$ cat config.mk
export PLATFORM = sky130hd
export DESIGN_NAME = mem_arbiter_flat
export DESIGN_NICKNAME = d
export VERILOG_FILES = /design/src/rtl/cpu_pkg.sv /design/src/rtl/mem_arbiter_if.sv /design/src/rtl/arb_starve_ctr.sv /design/src/rtl/mem_arbiter.sv /design/src/flat_wrapper.sv
export SDC_FILE = /design/constraint.sdc
export NUM_CORES = 1
export LEC_CHECK = 0
export CAP_MARGIN = 5
export CORE_MARGIN = 8
export CORE_UTILIZATION = 25
export DETAILED_ROUTE_END_ITERATION = 6
export PLACE_DENSITY = 0.66
export REMOVE_ABC_BUFFERS = 1
export SYNTH_ARGS = -nofsm -noshare
export SYNTH_HDL_FRONTEND = slang
export SYNTH_SLANG_ARGS = --single-unit
$ cat constraint.sdc
create_clock -name clk -period 1.95 [get_ports clk]
set_clock_uncertainty 0.15 [all_clocks]
set_input_delay 0.39 -clock clk [delete_from_list [all_inputs] [get_ports clk]]
set_output_delay 0.39 -clock clk [all_outputs]
set_load 0.01 [all_outputs]
$ cat src/rtl/cpu_pkg.sv
// Shared types and defaults for the memory arbiter slice.
// Arbiter FSM states, transaction owner encoding and default bus widths.
package cpu_pkg;

  localparam int unsigned AW_DEF = 32;
  localparam int unsigned DW_DEF = 32;
  localparam int unsigned BEW    = 4;
  localparam int unsigned CNT_W  = 4;

  typedef enum logic {
    ARB_IDLE = 1'b0,
    ARB_WAIT = 1'b1
  } arb_state_e;

  typedef enum logic {
    OWN_IF = 1'b0,
    OWN_DM = 1'b1
  } arb_owner_e;

endpackage

$ cat src/rtl/mem_arbiter_if.sv
// Bundle of the fetch, data and memory-side signals around the arbiter.
// slave = arbiter view, master = the surrounding fetch/LSU/memory view.
interface mem_arbiter_if
  import cpu_pkg::*;
#(
  parameter int unsigned AW = AW_DEF,
  parameter int unsigned DW = DW_DEF
) ();

  logic           if_req;
  logic [AW-1:0]  if_addr;
  logic           if_flush;
  logic           if_gnt;
  logic           if_rvalid;
  logic [DW-1:0]  if_rdata;

  logic           dm_req;
  logic           dm_we;
  logic [BEW-1:0] dm_be;
  logic [AW-1:0]  dm_addr;
  logic [DW-1:0]  dm_wdata;
  logic           dm_gnt;
  logic           dm_rvalid;
  logic [DW-1:0]  dm_rdata;

  logic           mem_req;
  logic           mem_we;
  logic [BEW-1:0] mem_be;
  logic [AW-1:0]  mem_addr;
  logic [DW-1:0]  mem_wdata;
  logic           mem_ready;
  logic           mem_rvalid;
  logic [DW-1:0]  mem_rdata;

  modport slave (
    input  if_req, if_addr, if_flush,
    output if_gnt, if_rvalid, if_rdata,
    input  dm_req, dm_we, dm_be, dm_addr, dm_wdata,
    output dm_gnt, dm_rvalid, dm_rdata,
    output mem_req, mem_we, mem_be, mem_addr, mem_wdata,
    input  mem_ready, mem_rvalid, mem_rdata
  );

  modport master (
    output if_req, if_addr, if_flush,
    input  if_gnt, if_rvalid, if_rdata,
    output dm_req, dm_we, dm_be, dm_addr, dm_wdata,
    input  dm_gnt, dm_rvalid, dm_rdata,
    input  mem_req, mem_we, mem_be, mem_addr, mem_wdata,
    output mem_ready, mem_rvalid, mem_rdata
  );

endinterface

$ cat src/rtl/arb_starve_ctr.sv
// Saturating counter of cycles the fetch port has been kept waiting.
// Clear wins over increment; at_limit tells the arbiter to force a fetch grant.
module arb_starve_ctr
  import cpu_pkg::*;
#(
  parameter int unsigned LIMIT = 4
) (
  input  logic clk,
  input  logic rst_n,
  input  logic i_clr,
  input  logic i_inc,
  output logic o_at_limit
);

  localparam logic [CNT_W-1:0] LIM = CNT_W'(LIMIT);

  logic [CNT_W-1:0] r_cnt;
  logic             w_at_limit;

  assign w_at_limit = (r_cnt == LIM);
  assign o_at_limit = w_at_limit;

  always_ff @(posedge clk or negedge rst_n) begin
    if (!rst_n) begin
      r_cnt <= '0;
    end else if (i_clr) begin
      r_cnt <= '0;
    end else if (i_inc && !w_at_limit) begin
      r_cnt <= r_cnt + 1'b1;
    end
  end

endmodule

$ cat src/rtl/mem_arbiter.sv
// Single-outstanding arbiter sharing one memory port between fetch and LSU.
// Data port has priority; a starvation counter eventually forces a fetch grant.
module mem_arbiter
  import cpu_pkg::*;
#(
  parameter int unsigned AW           = AW_DEF,
  parameter int unsigned DW           = DW_DEF,
  parameter int unsigned STARVE_LIMIT = 4
) (
  input  logic          clk,
  input  logic          rst_n,
  mem_arbiter_if.slave  bus
);

  arb_state_e r_state;
  arb_state_e w_state_next;
  arb_owner_e r_owner;
  logic       r_drop;
  logic       r_we;

  logic          r_if_rvalid;
  logic [DW-1:0] r_if_rdata;
  logic          r_dm_rvalid;
  logic [DW-1:0] r_dm_rdata;

  logic          w_idle;
  logic          w_wait;
  logic          w_eff_if;
  logic          w_at_limit;
  logic          w_sel_if;
  logic          w_sel_dm;
  logic          w_if_gnt;
  logic          w_dm_gnt;
  logic          w_any_gnt;
  logic          w_resp;
  logic          w_if_deliver;
  logic          w_dm_deliver;
  logic          w_starve_clr;
  logic          w_starve_inc;
  logic [AW-1:0] w_addr;
  logic [DW-1:0] w_wdata;

  // Grants are also gated by reset so nothing is accepted while held in reset.
  assign w_idle   = (r_state == ARB_IDLE) && rst_n;
  assign w_wait   = (r_state == ARB_WAIT);
  assign w_eff_if = bus.if_req && !bus.if_flush;

  assign w_sel_if  = w_eff_if && (!bus.dm_req || w_at_limit);
  assign w_sel_dm  = !w_sel_if && bus.dm_req;
  assign w_if_gnt  = w_idle && w_sel_if && bus.mem_ready;
  assign w_dm_gnt  = w_idle && w_sel_dm && bus.mem_ready;
  assign w_any_gnt = w_if_gnt || w_dm_gnt;

  assign w_addr  = w_sel_dm ? bus.dm_addr : bus.if_addr;
  assign w_wdata = w_sel_dm ? bus.dm_wdata : '0;

  assign bus.mem_req   = w_idle && (w_sel_if || w_sel_dm);
  assign bus.mem_we    = w_sel_dm && bus.dm_we;
  assign bus.mem_be    = w_sel_dm ? bus.dm_be : '0;
  assign bus.mem_addr  = w_addr;
  assign bus.mem_wdata = w_wdata;

  assign bus.if_gnt    = w_if_gnt;
  assign bus.dm_gnt    = w_dm_gnt;
  assign bus.if_rvalid = r_if_rvalid;
  assign bus.if_rdata  = r_if_rdata;
  assign bus.dm_rvalid = r_dm_rvalid;
  assign bus.dm_rdata  = r_dm_rdata;

  // A response only counts while a transaction is open; IDLE responses are stray.
  assign w_resp       = w_wait && bus.mem_rvalid;
  assign w_dm_deliver = w_resp && (r_owner == OWN_DM);
  assign w_if_deliver = w_resp && (r_owner == OWN_IF) && !r_drop && !bus.if_flush;

  // Every cycle fetch waits with a live request counts, including WAIT cycles.
  assign w_starve_clr = w_if_gnt || !bus.if_req;
  assign w_starve_inc = w_eff_if && ((w_idle && w_dm_gnt) || w_wait);

  arb_starve_ctr #(
    .LIMIT (STARVE_LIMIT)
  ) u_starve (
    .clk        (clk),
    .rst_n      (rst_n),
    .i_clr      (w_starve_clr),
    .i_inc      (w_starve_inc),
    .o_at_limit (w_at_limit)
  );

  always_ff @(posedge clk or negedge rst_n) begin
    if (!rst_n) begin
      r_state <= ARB_IDLE;
    end else begin
      r_state <= w_state_next;
    end
  end

  always_comb begin
    w_state_next = r_state;
    unique case (r_state)
      ARB_IDLE: if (w_any_gnt)       w_state_next = ARB_WAIT;
      ARB_WAIT: if (bus.mem_rvalid)  w_state_next = ARB_IDLE;
      default:                       w_state_next = ARB_IDLE;
    endcase
  end

  always_ff @(posedge clk or negedge rst_n) begin
    if (!rst_n) begin
      r_owner <= OWN_DM;
      r_drop  <= 1'b0;
      r_we    <= 1'b0;
    end else if (w_any_gnt) begin
      r_owner <= w_if_gnt ? OWN_IF : OWN_DM;
      r_drop  <= 1'b0;
      r_we    <= w_dm_gnt && bus.dm_we;
    end else if (w_wait && bus.if_flush && (r_owner == OWN_IF)) begin
      r_drop  <= 1'b1;
    end
  end

  always_ff @(posedge clk or negedge rst_n) begin
    if (!rst_n) begin
      r_if_rvalid <= 1'b0;
      r_if_rdata  <= '0;
      r_dm_rvalid <= 1'b0;
      r_dm_rdata  <= '0;
    end else begin
      r_if_rvalid <= w_if_deliver;
      r_dm_rvalid <= w_dm_deliver;
      if (w_if_deliver) begin
        r_if_rdata <= bus.mem_rdata;
      end
      if (w_dm_deliver) begin
        r_dm_rdata <= r_we ? '0 : bus.mem_rdata;
      end
    end
  end

endmodule

$ cat src/flat_wrapper.sv
// flat-port wrapper written by rule: the top's interface ports become plain ports
module mem_arbiter_flat import cpu_pkg::*;
#(
  parameter int unsigned AW           = AW_DEF,
  parameter int unsigned DW           = DW_DEF,
  parameter int unsigned STARVE_LIMIT = 4
)
  (clk, rst_n, bus_if_req, bus_if_addr, bus_if_flush, bus_if_gnt, bus_if_rvalid, bus_if_rdata, bus_dm_req, bus_dm_we, bus_dm_be, bus_dm_addr, bus_dm_wdata, bus_dm_gnt, bus_dm_rvalid, bus_dm_rdata, bus_mem_req, bus_mem_we, bus_mem_be, bus_mem_addr, bus_mem_wdata, bus_mem_ready, bus_mem_rvalid, bus_mem_rdata);
  mem_arbiter_if #(.AW(AW), .DW(DW)) bus_i ();
  input  logic clk;
  input  logic rst_n;
  input wire logic [$bits(bus_i.if_req)-1:0] bus_if_req;
  input wire logic [$bits(bus_i.if_addr)-1:0] bus_if_addr;
  input wire logic [$bits(bus_i.if_flush)-1:0] bus_if_flush;
  output wire logic [$bits(bus_i.if_gnt)-1:0] bus_if_gnt;
  output wire logic [$bits(bus_i.if_rvalid)-1:0] bus_if_rvalid;
  output wire logic [$bits(bus_i.if_rdata)-1:0] bus_if_rdata;
  input wire logic [$bits(bus_i.dm_req)-1:0] bus_dm_req;
  input wire logic [$bits(bus_i.dm_we)-1:0] bus_dm_we;
  input wire logic [$bits(bus_i.dm_be)-1:0] bus_dm_be;
  input wire logic [$bits(bus_i.dm_addr)-1:0] bus_dm_addr;
  input wire logic [$bits(bus_i.dm_wdata)-1:0] bus_dm_wdata;
  output wire logic [$bits(bus_i.dm_gnt)-1:0] bus_dm_gnt;
  output wire logic [$bits(bus_i.dm_rvalid)-1:0] bus_dm_rvalid;
  output wire logic [$bits(bus_i.dm_rdata)-1:0] bus_dm_rdata;
  output wire logic [$bits(bus_i.mem_req)-1:0] bus_mem_req;
  output wire logic [$bits(bus_i.mem_we)-1:0] bus_mem_we;
  output wire logic [$bits(bus_i.mem_be)-1:0] bus_mem_be;
  output wire logic [$bits(bus_i.mem_addr)-1:0] bus_mem_addr;
  output wire logic [$bits(bus_i.mem_wdata)-1:0] bus_mem_wdata;
  input wire logic [$bits(bus_i.mem_ready)-1:0] bus_mem_ready;
  input wire logic [$bits(bus_i.mem_rvalid)-1:0] bus_mem_rvalid;
  input wire logic [$bits(bus_i.mem_rdata)-1:0] bus_mem_rdata;
  assign bus_i.if_req = bus_if_req;
  assign bus_i.if_addr = bus_if_addr;
  assign bus_i.if_flush = bus_if_flush;
  assign bus_if_gnt = bus_i.if_gnt;
  assign bus_if_rvalid = bus_i.if_rvalid;
  assign bus_if_rdata = bus_i.if_rdata;
  assign bus_i.dm_req = bus_dm_req;
  assign bus_i.dm_we = bus_dm_we;
  assign bus_i.dm_be = bus_dm_be;
  assign bus_i.dm_addr = bus_dm_addr;
  assign bus_i.dm_wdata = bus_dm_wdata;
  assign bus_dm_gnt = bus_i.dm_gnt;
  assign bus_dm_rvalid = bus_i.dm_rvalid;
  assign bus_dm_rdata = bus_i.dm_rdata;
  assign bus_mem_req = bus_i.mem_req;
  assign bus_mem_we = bus_i.mem_we;
  assign bus_mem_be = bus_i.mem_be;
  assign bus_mem_addr = bus_i.mem_addr;
  assign bus_mem_wdata = bus_i.mem_wdata;
  assign bus_i.mem_ready = bus_mem_ready;
  assign bus_i.mem_rvalid = bus_mem_rvalid;
  assign bus_i.mem_rdata = bus_mem_rdata;
  mem_arbiter #(.AW(AW), .DW(DW), .STARVE_LIMIT(STARVE_LIMIT)) u_core (.clk(clk), .rst_n(rst_n), .bus(bus_i));
endmodule
Word-level counts from Yosys, hierarchy flattened
Cells that the tools add are included.

operators by class
  equal/unequal tests = 1
  multiplexer cells = 12
  reductions and logical operators = 34
  $add $sub $neg = 1
  bitwise gates (word level) = 2

operators with widths
  operator             number
  $mux 32              3
  $logic_and 1x1->1    21
  $mux 4               3
  $logic_not 1->1      6
  $logic_or 1x1->1     5
  $mux 1               5
  $add 4x1->4 const B  1
  $eq 4x3->1 const B   1
  $reduce_bool 2->1    2
  $not 1->1            2
  $pmux 1 s2           1

word-level totals
  register bits = 74
  logic and storage cells = 59
  input bits = 140
  output and inout port bits = 138

Depth between registers and ports, before layout
Gate-level depths: netlist of the first run.

  depth after elaboration = 13
  depth in mapped cells = 8
  mapped depth without buffers = 6

Modules after synthesis
From an unflattened synthesis of the first run, not the netlist that was laid out.

unflattened totals
  cells, all modules = 344
  area total of the unflattened synthesis = 3839.9 um^2

modules (own cells, without submodules)
  module          cells each  sequential area each (um^2)  instances  area each (um^2)
  mem_arbiter     320         1752.9                       1          3606.0
  arb_starve_ctr  24          100.1                        1          234.0

Worst setup path after synthesis of the first run
Ideal clock, no wire load.

  path kind = reg-to-output
  start point = register u_core.u_starve.r_cnt[0]
  end point = output port bus_mem_addr[17]
  slack = 24 ps
  arrival time = 1386 ps
  cell stages (with the launch flop) = 9
  required time = 1410 ps
  buffers on the path = 2
  path through = dfrtp_1 > inv_1 > ha_1 > nand3b_1 > o21a_2 > buf_2 > buf_6 > nand2_1 > nand2_1

on the way
  cells in the longest elaborated chain, start to end = 6

RTL lines
  item                    line                  RTL
  start, declared         arb_starve_ctr.sv:17  logic [CNT_W-1:0] r_cnt;
  start signal, assigned  arb_starve_ctr.sv:29  r_cnt <= r_cnt + 1'b1;
  $eq 4x3->1              arb_starve_ctr.sv:20  assign w_at_limit = (r_cnt == LIM);
  $logic_or 1x1->1        mem_arbiter.sv:48     assign w_sel_if = w_eff_if && (!bus.dm_req || w_at_limit);
  $logic_and 1x1->1       mem_arbiter.sv:48
  $logic_not 1->1         mem_arbiter.sv:49     assign w_sel_dm = !w_sel_if && bus.dm_req;
  $logic_and 1x1->1       mem_arbiter.sv:49
  $mux 32                 mem_arbiter.sv:54     assign w_addr = w_sel_dm ? bus.dm_addr : bus.if_addr;
  end, declared           flat_wrapper.sv:29    output wire logic [$bits(bus_i.mem_addr)-1:0] bus_mem_addr;

No other way between the ends.

Worst setup path after layout of the first run
  start point = register u_core.u_starve.r_cnt[0]
  end point = output port bus_mem_addr[14]

The elaborated chain is that of the path after synthesis.

==> impl_metrics.toml, run 1 <==
[job]
maxCapViolations = 0

[power]
power_frac_comb_pct = 41.6
leakagePower_nw = 3.51
power_frac_seq_pct = 34.5
power.ir.vdd_worst_uv = 357
power_density_mw_per_mm2 = 911
p_clk_share_pct = 23.9
swShare_pct = 29.3
switchingPower_w = 0.00203
p_int_w = 0.00490

[detailed_routing]
drt_iter0_drc = 137
drt-wirelength-per-cell_um = 19.2
vias_per_cell = 4.45
ant_nets = 0
drt_drc_violations_left = 0
wl_mm = 17.1
firstDrtPassIters = 4
vias = 3977

[die]
die_w_um = 138
core_area_mm2 = 0.0145
fp-row-count = 44
die_area_mm2 = 0.0190
start_util_pct = 25.6
io_pins = 278
chipHeight_um = 138

[timing]
layout_min_cycle_time_ns = 2.47
clock.fmax_mhz = 404
worst_slack_ns = -0.523
rsz0062_at_grt = "yes"
finalHoldViolCount = 0
fin_hold_ws_ns = 0.232
finalSetupViolCount = 72
slew_headroom_pct = 45.1
min_period_over_period_pct = 127
slew_violations = 0
worst_slew_pin_slew_ns = 0.824

[setup_path]
required_ns = 1.41
crit_start = "u_core.u_starve.r_cnt[0]"
reg2reg_depth = 9
cp_common_cell = "buf_6"
cp_slowest_cell = "dfrtp_1"
r2r-end = "u_core.r_we"
reg2reg_slack_ns = 0.03
crit_type = "reg2out"
cp_data_arrival_time_ns = 1.93
cpPeakStageDelay_ns = 0.37
cp_max_fo = 14
crit_end = "bus_mem_addr[14]"
setup.worst_path.start_class = "flop"
rr_startpoint = "u_core.u_starve.r_cnt[0]"
worstPathCellList = "inv_1 -> ha_2 -> nand3b_1 -> buf_6 -> o21ai_4 -> buf_6 -> buf_12 -> nand2_1 -> nand2_1 -> buf_6"
end_kind = "primary output"

[place]
io_buffers = 277
place_congestion = 0.977
dp_slack_ns = -0.833
hpwlAfterDp_mm = 13.4
place_area_mm2 = 0.00685

[clocking]
clock_sinks = 74
clk_latency_ns = 0.32
cts.path.max_buffers = 2
clkTransAtPathRegs_ns = 0.05
numCtsBuffers = 9
htreeDepth = 3
cts_tree = "built"
root_buffer = "clkbuf_16"

[synthesis]
synthCells = 401
synth_top_family_by_area = "simple AND/OR/NAND/NOR gates"
syn_area_mm2 = 0.00370
ys_ff_latch = 74
synth_enable_flop_cells = 0
synthFlopType = "dfrtp_1"
synthXorXnorAreaFrac_pct = 0.710
synth-simple-area-share_pct = 28.5
synth.area.mux_share_pct = 10.0
yosysSeqAreaShare_pct = 50.1
async_flop_share_pct = 100
synth_compound_area_share_pct = 6.15
avgSynthCellArea_um2 = 9.23
synthAdderAreaFrac_pct = 0.676
yosys_warnings = 0
ys_types = 33

[cells_and_area]
drive_gt1_share_pct = 32.7
multi_input_area_mm2 = 0.00197
n_antenna_cell = 0
nets = 848
final_area_mm2 = 0.00760
area_growth_pct = 105
final_util_pct = 52.5
seq_area_mm2 = 0.00185
n_fill_cell = 1295

[status]
violations = "setup timing"
status = "complete, but fails checks"

[grt]
grt_pass1_wl_mm = 24.7
overflow = 0
grt_max_degree = 66
grt_pass1_vias = 4234
track_usage_pct = 17.2
antenna_found_initial = 0

[worst_hold_path]
hold_path_class = "in2async"
[how the worst min path moves through the flow]
stage                     start                       end  slack [ns]  cells past startpoint
after global placement    rst_n            u_core.r_state        0.23                      2
final                     rst_n  u_core.u_starve.r_cnt[3]        0.23                      3
after CTS                 rst_n  u_core.u_starve.r_cnt[3]        0.29                      3
after floorplan           rst_n    u_core.bus.dm_rdata[0]       -0.06                      0
after global routing      rst_n  u_core.u_starve.r_cnt[3]        0.32                      3
after detailed placement  rst_n            u_core.r_state        0.23                      2
[area by class of cell]
| class | count | area share [%] |
|---|---|---|
| Tap cell | 184 | 3.03 |
| Timing Repair Buffer | 318 | 42.5 |
| Sequential cell | 74 | 24.4 |
| Multi-Input combinational cell | 299 | 25.9 |
| Clock buffer | 11 | 3.33 |
| Clock inverter | 4 | 0.675 |
| Inverter | 4 | 0.198 |
[through the flow]
stage	setup TNS [ns]	total power, W	cells
after CTS	-33.09	0.00700	892
after global routing	-39.66	0.00732	894
after floorplan	-35.21	0.00329	377
after detailed placement	-66.04	0.00523	864
final	-31.88	0.00692	894
after global placement	-62.89	0.00516	864
[power by group through the flow]
stage / clock network (W) / logic [W] / registers (W)
final: 0.00165 / 0.00288 / 0.00239
after floorplan: 0 / 0.000654 / 0.00264
after global routing: 0.00177 / 0.00308 / 0.00247
after CTS: 0.00171 / 0.00290 / 0.00240
after global placement: 0 / 0.00278 / 0.00238
after detailed placement: 0 / 0.00281 / 0.00242
[cells by family (layout without fill, tap and decap cells)]
family	after synthesis	in the layout
buffers and inverters	28	337
XOR/XNOR	3	3
AND/OR/NAND/NOR	219	219
multiplexers	33	33
AO/OA/AOI/OAI	42	42
flip-flops	74	74
adder cells (fa/ha/maj)	2	2
[per-layer routing]
metal	part of all wire, %	global-route usage [%]	wire length, um
met1	35	17.7	6010
met2	52	31.2	8930
met3	10	6.60	1740
met4	2.6	5.85	453
met5	0	0	0
[cells in the mapped netlist (2+ instances only)]
master | instances | area [um2]
nand3b_1 | 2 | 15.0
clkbuf_1 | 13 | 48.8
nand2b_1 | 33 | 206
dfrtp_1 | 73 | 1830
ha_1 | 2 | 25.0
inv_1 | 4 | 15.0
nor2_1 | 7 | 26.3
mux2_1 | 2 | 22.5
xnor2_1 | 3 | 26.3
o21ai_0 | 36 | 180
and2_1 | 37 | 231
buf_6 | 4 | 45.0
nand2_1 | 129 | 484
buf_2 | 7 | 35.0
nand3_1 | 2 | 10.0
mux2_2 | 30 | 338
[worst max-delay path, delay by kind of cell (launching register included)]
kind,cells,cell delay [ns]
AOI/OAI and AO/OA,1,0.14
and+or+nand+nor,3,0.32
DFF,1,0.37
adders and majority gates,1,0.17
buffers and inverters,5,0.60
[repair_timing]
item                       4_1_cts  5_1_grt
buffers inserted                 6        1
hold endpoints to repair         9        0
setup endpoints to repair       72      102
hold buffers                     1        0
gates cloned                     6        2
pin swaps                       24       32
gates resized for setup        392       47
[registers in the layout, indices dropped and copies added (netlist names)]
| signal | cells |
|---|---|
| u_core.bus.dm_rdata | 32 |
| u_core.u_starve.r_cnt | 4 |
| u_core.r_we | 1 |
| u_core.r_state | 1 |
| u_core.bus.if_rdata | 32 |
| u_core.r_owner | 1 |
| u_core.r_drop | 1 |
| u_core.bus.dm_rvalid | 1 |
| u_core.bus.if_rvalid | 1 |
[cell usage in the layout, fill, tap and decap left out, types with 2 or more instances in the layout]
master,synthesis,final
inv_1,4,4
clkbuf_8,0,2
o21ai_0,36,35
buf_4,0,22
nand3b_1,2,2
buf_6,4,46
buf_2,7,30
clkdlybuf4s50_1,0,202
nand2_1,129,86
mux2_2,30,30
nor2_1,7,6
nand2_2,1,30
buf_12,0,7
xnor2_1,3,3
nand2b_1,33,32
buf_16,0,5
dfrtp_1,73,73
dlygate4sd2_1,0,2
clkbuf_16,0,11
nand2_4,0,14
mux2_1,2,2
and2_1,37,17
and2_4,0,20
(Power assumes the default switching activity.)
==> inputs of run 2 (changes only) <==
- CORE_MARGIN: 8 -> 5
- GPL_ROUTABILITY_DRIVEN: unset -> 0
==> impl_metrics.toml, run 2 (synthesis gave the netlist of run 1 again) <==
[status]
status = "complete, but fails checks"
violations = "setup timing"

[power]
leakagePower_nw = 3.74
power_density_mw_per_mm2 = 848
power.ir.vdd_worst_uv = 370

[die]
chipHeight_um = 132
io_pins = 278
fp-row-count = 44
core_area_mm2 = 0.0145
start_util_pct = 25.5
die_area_mm2 = 0.0173
die_w_um = 132

[cells_and_area]
seq_area_mm2 = 0.00185
nets = 867
n_antenna_cell = 0
final_util_pct = 55.6
drive_gt1_share_pct = 39.2
final_cell_mix = "clkdlybuf4s50_1 (201), buf_6 (76), dfrtp_1 (73)"
layout_commonest_cell = "clkdlybuf4s50_1"
multi_input_area_mm2 = 0.00215
area_growth_pct = 118
final_area_mm2 = 0.00808
n_fill_cell = 1231
layout.cells.non_filler = 911

[setup_path]
cp_slowest_cell = "dfrtp_1"
crit_type = "reg2out"
end_kind = "primary output"
cpPeakStageDelay_ns = 0.38
worst-path-buf-inv = 6
required_ns = 1.41
crit_family = "buffers and inverters"
setup.worst_path.start_class = "flop"
cp_max_fo = 7
cp_data_arrival_time_ns = 2.08
worstPathCellList = "inv_1 -> ha_2 -> nand3b_1 -> buf_4 -> o21ai_4 -> buf_6 -> buf_16 -> buf_12 -> nand2_4 -> nand2_4 -> buf_6"

[detailed_routing]
vias_per_cell = 4.48
wl_mm = 16.8
drt-wirelength-per-cell_um = 18.5
ant_nets = 0
firstDrtPassIters = 4
drt_drc_violations_left = 0
vias = 4085
drt_iter0_drc = 121

[timing]
clock.fmax_mhz = 382
slew_violations = 0
finalHoldViolCount = 0
finalSetupViolCount = 72
worst_slew_pin_slew_ns = 0.950
rsz0062_at_grt = "yes"
worst_slack_ns = -0.671
slew_headroom_pct = 36.7
setup_tns_ns = -38.45
layout_min_cycle_time_ns = 2.62
min_period_over_period_pct = 134
fin_hold_ws_ns = 0.0673

[clocking]
cts_tree = "built"
clkTransAtPathRegs_ns = 0.05
numCtsBuffers = 9
root_buffer = "clkbuf_16"
htreeDepth = 3
clock_sinks = 74
clk_latency_ns = 0.32
cts.path.max_buffers = 2

[grt]
grt_max_degree = 67
grtUsageMet1_pct = 20.2
groute.layer.met2.usage_pct = 31.0
grt_pass1_vias = 4443
track_usage_pct = 18.0
antenna_found_initial = 0
overflow = 0
grt_pass1_wl_mm = 25.1
grtUsageMet3_pct = 6.38
grt_busiest_layer = "met2"

[place]
place_area_mm2 = 0.00681
io_buffers = 277
hpwlAfterDp_mm = 12.1
placed_cells = 863

[worst_hold_path]
hold_path_class = "in2async"

[job]
maxCapViolations = 0
-- run 2: layout make-up --
| class | count | share of cell area [%] |
|---|---|---|
| repair buffers | 337 | 44.2 |
| multi-input cells | 299 | 26.6 |
| clock inverters | 2 | 0.186 |
| inverters | 4 | 0.186 |
| well taps | 184 | 2.85 |
| flip-flops and latches | 74 | 22.9 |
| clock buffers | 11 | 3.13 |
-- run 2: path summary, 6_finish.rpt --
| kind | from | to | slack [ns] | depth (start not counted) |
|---|---|---|---|---|
| min in group clk | bus_if_req | u_core.u_starve.r_cnt[1] | 0.29 | 4 |
| min reg2reg | u_core.bus.dm_rdata[0] | u_core.bus.dm_rdata[0] | 0.33 | 2 |
| min | rst_n | u_core.r_owner | 0.07 | 3 |
| max in group asynchronous | rst_n | u_core.u_starve.r_cnt[1] | 0.81 | 4 |
| max reg2reg | u_core.u_starve.r_cnt[0] | u_core.r_we | -0.15 | 10 |
| max | u_core.u_starve.r_cnt[0] | bus_mem_addr[19] | -0.67 | 11 |
-- run 2: timing repair --
item | in CTS | in global routing
gates resized for setup | 424 | 121
hold buffers | 1 | 0
endpoints found under the setup margin | 72 | 77
pin swaps | 39 | 55
buffers inserted | 21 | 10
gates cloned | 10 | 2
endpoints found under the hold margin | 7 | 0
-- run 2: worst reg2reg max path, delay by kind of cell (launching register included) --
family / cells / cell delay, ns
AND/OR/NAND/NOR: 2 / 0.22
adder cells (fa/ha/maj): 1 / 0.17
flip-flops: 1 / 0.38
buffers and inverters: 5 / 0.68
AO/OA/AOI/OAI: 2 / 0.39
-- run 2: per-layer routing --
metal  up-vias  wire length [um]
li1       1927                 -
met1      1919              6340
met2       210              8400
met3        29              1460
met4         0               637
met5         -                 0
-- run 2: per-stage QoR --
step | worst slack (ns) | total power [W]
6_report | -0.671 | 0.00686
3_5_place_dp | -0.822 | 0.00519
4_1_cts | -0.650 | 0.00686
5_1_grt | -0.776 | 0.00725
2_1_floorplan | -0.308 | 0.00329
3_3_place_gp | -0.795 | 0.00512
-- run 2: where the power goes --
group	total (W)	switching, W	leakage, nW	internal (W)
Combinational	0.00297	0.00113	2.66	0.00184
Clock	0.00148	0.000569	0.126	0.000907
Sequential	0.00241	0.000328	0.953	0.00208
Total	0.00686	0.00202	3.74	0.00483
==> inputs of run 3 (changes only) <==
- SLEW_MARGIN: unset -> 20
==> results of run 3 <==
Same layout as run 2: the final DEF is identical, and so are final timing and power.
==> RTL change: new RTL, settings of run 2 <==
Make the reset (`rst_n`) synchronous in 4 clocked blocks.
--- a/src/rtl/arb_starve_ctr.sv
+++ b/src/rtl/arb_starve_ctr.sv
@@ -20,7 +20,7 @@
   assign w_at_limit = (r_cnt == LIM);
   assign o_at_limit = w_at_limit;
 
-  always_ff @(posedge clk or negedge rst_n) begin
+  always_ff @(posedge clk) begin
     if (!rst_n) begin
       r_cnt <= '0;
     end else if (i_clr) begin
--- a/src/rtl/mem_arbiter.sv
+++ b/src/rtl/mem_arbiter.sv
@@ -86,7 +86,7 @@
     .o_at_limit (w_at_limit)
   );
 
-  always_ff @(posedge clk or negedge rst_n) begin
+  always_ff @(posedge clk) begin
     if (!rst_n) begin
       r_state <= ARB_IDLE;
     end else begin
@@ -103,7 +103,7 @@
     endcase
   end
 
-  always_ff @(posedge clk or negedge rst_n) begin
+  always_ff @(posedge clk) begin
     if (!rst_n) begin
       r_owner <= OWN_DM;
       r_drop  <= 1'b0;
@@ -117,7 +117,7 @@
     end
   end
 
-  always_ff @(posedge clk or negedge rst_n) begin
+  always_ff @(posedge clk) begin
     if (!rst_n) begin
       r_if_rvalid <= 1'b0;
       r_if_rdata  <= '0;
Formal check against the unedited RTL: differs if rst_n is asserted again (counterexample within 4 cycles, from zero or initial values and one cycle with rst_n low); with rst_n held inactive, the same outputs for 10 cycles.
==> RTL change against run 2 <==
The flow still finishes with violations (setup timing). Area after synthesis decreased by 14%. Cell count shrank 0.66%. Sequential cell count stayed put. Final area shrank 7.8%. Highest routed layer is now met5. Global-route usage grew 1.2 points. Worst setup slack better by 200 ps. Synthesized cell count is 2.5% higher. Wire length is 7.2% lower.
Power is not compared: it rests on default switching activity, and its combinational part moved more than twofold at a synthesized area within 25%.
==> RTL change: results (changes against run 2) <==
Status - complete, but fails checks
Failing checks - setup timing
Final instance area - 7450 um^2 (-7.8%)
Final WS setup - -471 ps (+199 ps)
Share of post-route cells with drive strength above 1 - 0.327 (-0.0646)
WP data arrival - 1880 ps (-200 ps)
RR Startpoint - u_core.u_starve.r_cnt[0]
Layout non-clock buf frac - 0.466 (+0.0246)
R2R cell count - 14 (+4)
Final net count - 870 (+0.35%)
Adder-Cell Fraction of Synth Area - 0.00787 (+0.00111)
First-pass GRT wire length - 22.0 mm (-12%)
DP HPWL - 11.8 mm (-2.8%)
Non-CTS buffers - 334 (-0.89%)
# resized after CTS - 405 (-4.5%)
Initial DRC count - 181 (+50%)
Clk tree area frac - 0.0408 (+0.00768)
Launch point of the worst path - u_core.u_starve.r_cnt[1]
Top cells by area, synth - dfxtp_1 47%, nand2_1 19%, a22o_1 8.8%, and2_1 7.1%, a21oi_1 5.2%
Pre-Repair DR Iteration Count - 6 (+2)
Footprint of the multi-input gates - 1950 um^2 (-8.9%)
# setup viols final - 72 (unchanged)
Final hold slack - 303 ps (+236 ps)
Via total after detailed routing - 4110 (+0.61%)
Compound-Gate Fraction of Synth Area - 0.162 (+0.100)
Worst hold path class - register to register
Slowest cell on crit path - dfxtp_2
Pin count of the biggest net entering global routing - 38 (-43%)
Crit path to - bus_mem_addr[22]
Inverters - 5 (+1)
Final Util - 0.593 (+0.0368)
Final WL - 15.6 mm (-7.2%)
Worst-path fanout max - 8 (+1)
Initial antenna violation count - 1 (+1)
Sequential area share after synthesis - 0.466 (-0.0347)
R2R setup slack - -210 ps (-60 ps)
Mux share of post-synthesis cell area - 0.00315 (-0.0969)
Xor and xnor area share after synthesis - 0.00826 (+0.00116)
Worst reg2reg path endpoint - u_core.r_we
FFs w/ async S/R, synth - 0 (-1.00)
Worst Tran Pin Value - 344 ps (-606 ps)
Unique masters post-synth - 31 (-6.1%)
Max incr delay on CP - 320 ps (-60 ps)
[RTL change: changes by cell type after synthesis, moves of 30 or more]
cell	change
nand2_1	+34
nand2b_1	-31
dfrtp_1	-73
a22o_1	+31
dfxtp_1	+74
o21ai_0	-35
a21oi_1	+33
mux2_2	-30
[RTL change: per-layer routing]
metal / GRT usage / share of wire
met1: 0.185 / 0.33
met4: 0.0658 / 0.036
met5: 0 / 0.00083
met3: 0.0843 / 0.11
met2: 0.361 / 0.52
[RTL change: through the flow]
stage / std cells / worst slack (ps) / TNS, ps / total power, W
floorplan: 383 / -681 / -73290 / 0.00177
global placement: 861 / -843 / -70290 / 0.00239
detailed placement: 861 / -829 / -70690 / 0.00240
CTS: 900 / -544 / -32470 / 0.00414
global route: 905 / -615 / -36760 / 0.00437
finish: 905 / -471 / -28060 / 0.00420
[RTL change: logic make-up after synthesis]
group / Yosys count
muxes: 1
adders and majority gates: 2
xor gates and xnor gates: 3
DFF: 74
buffers and inverters: 33
and+or+nand+nor: 223
AOI/OAI and AO/OA: 75
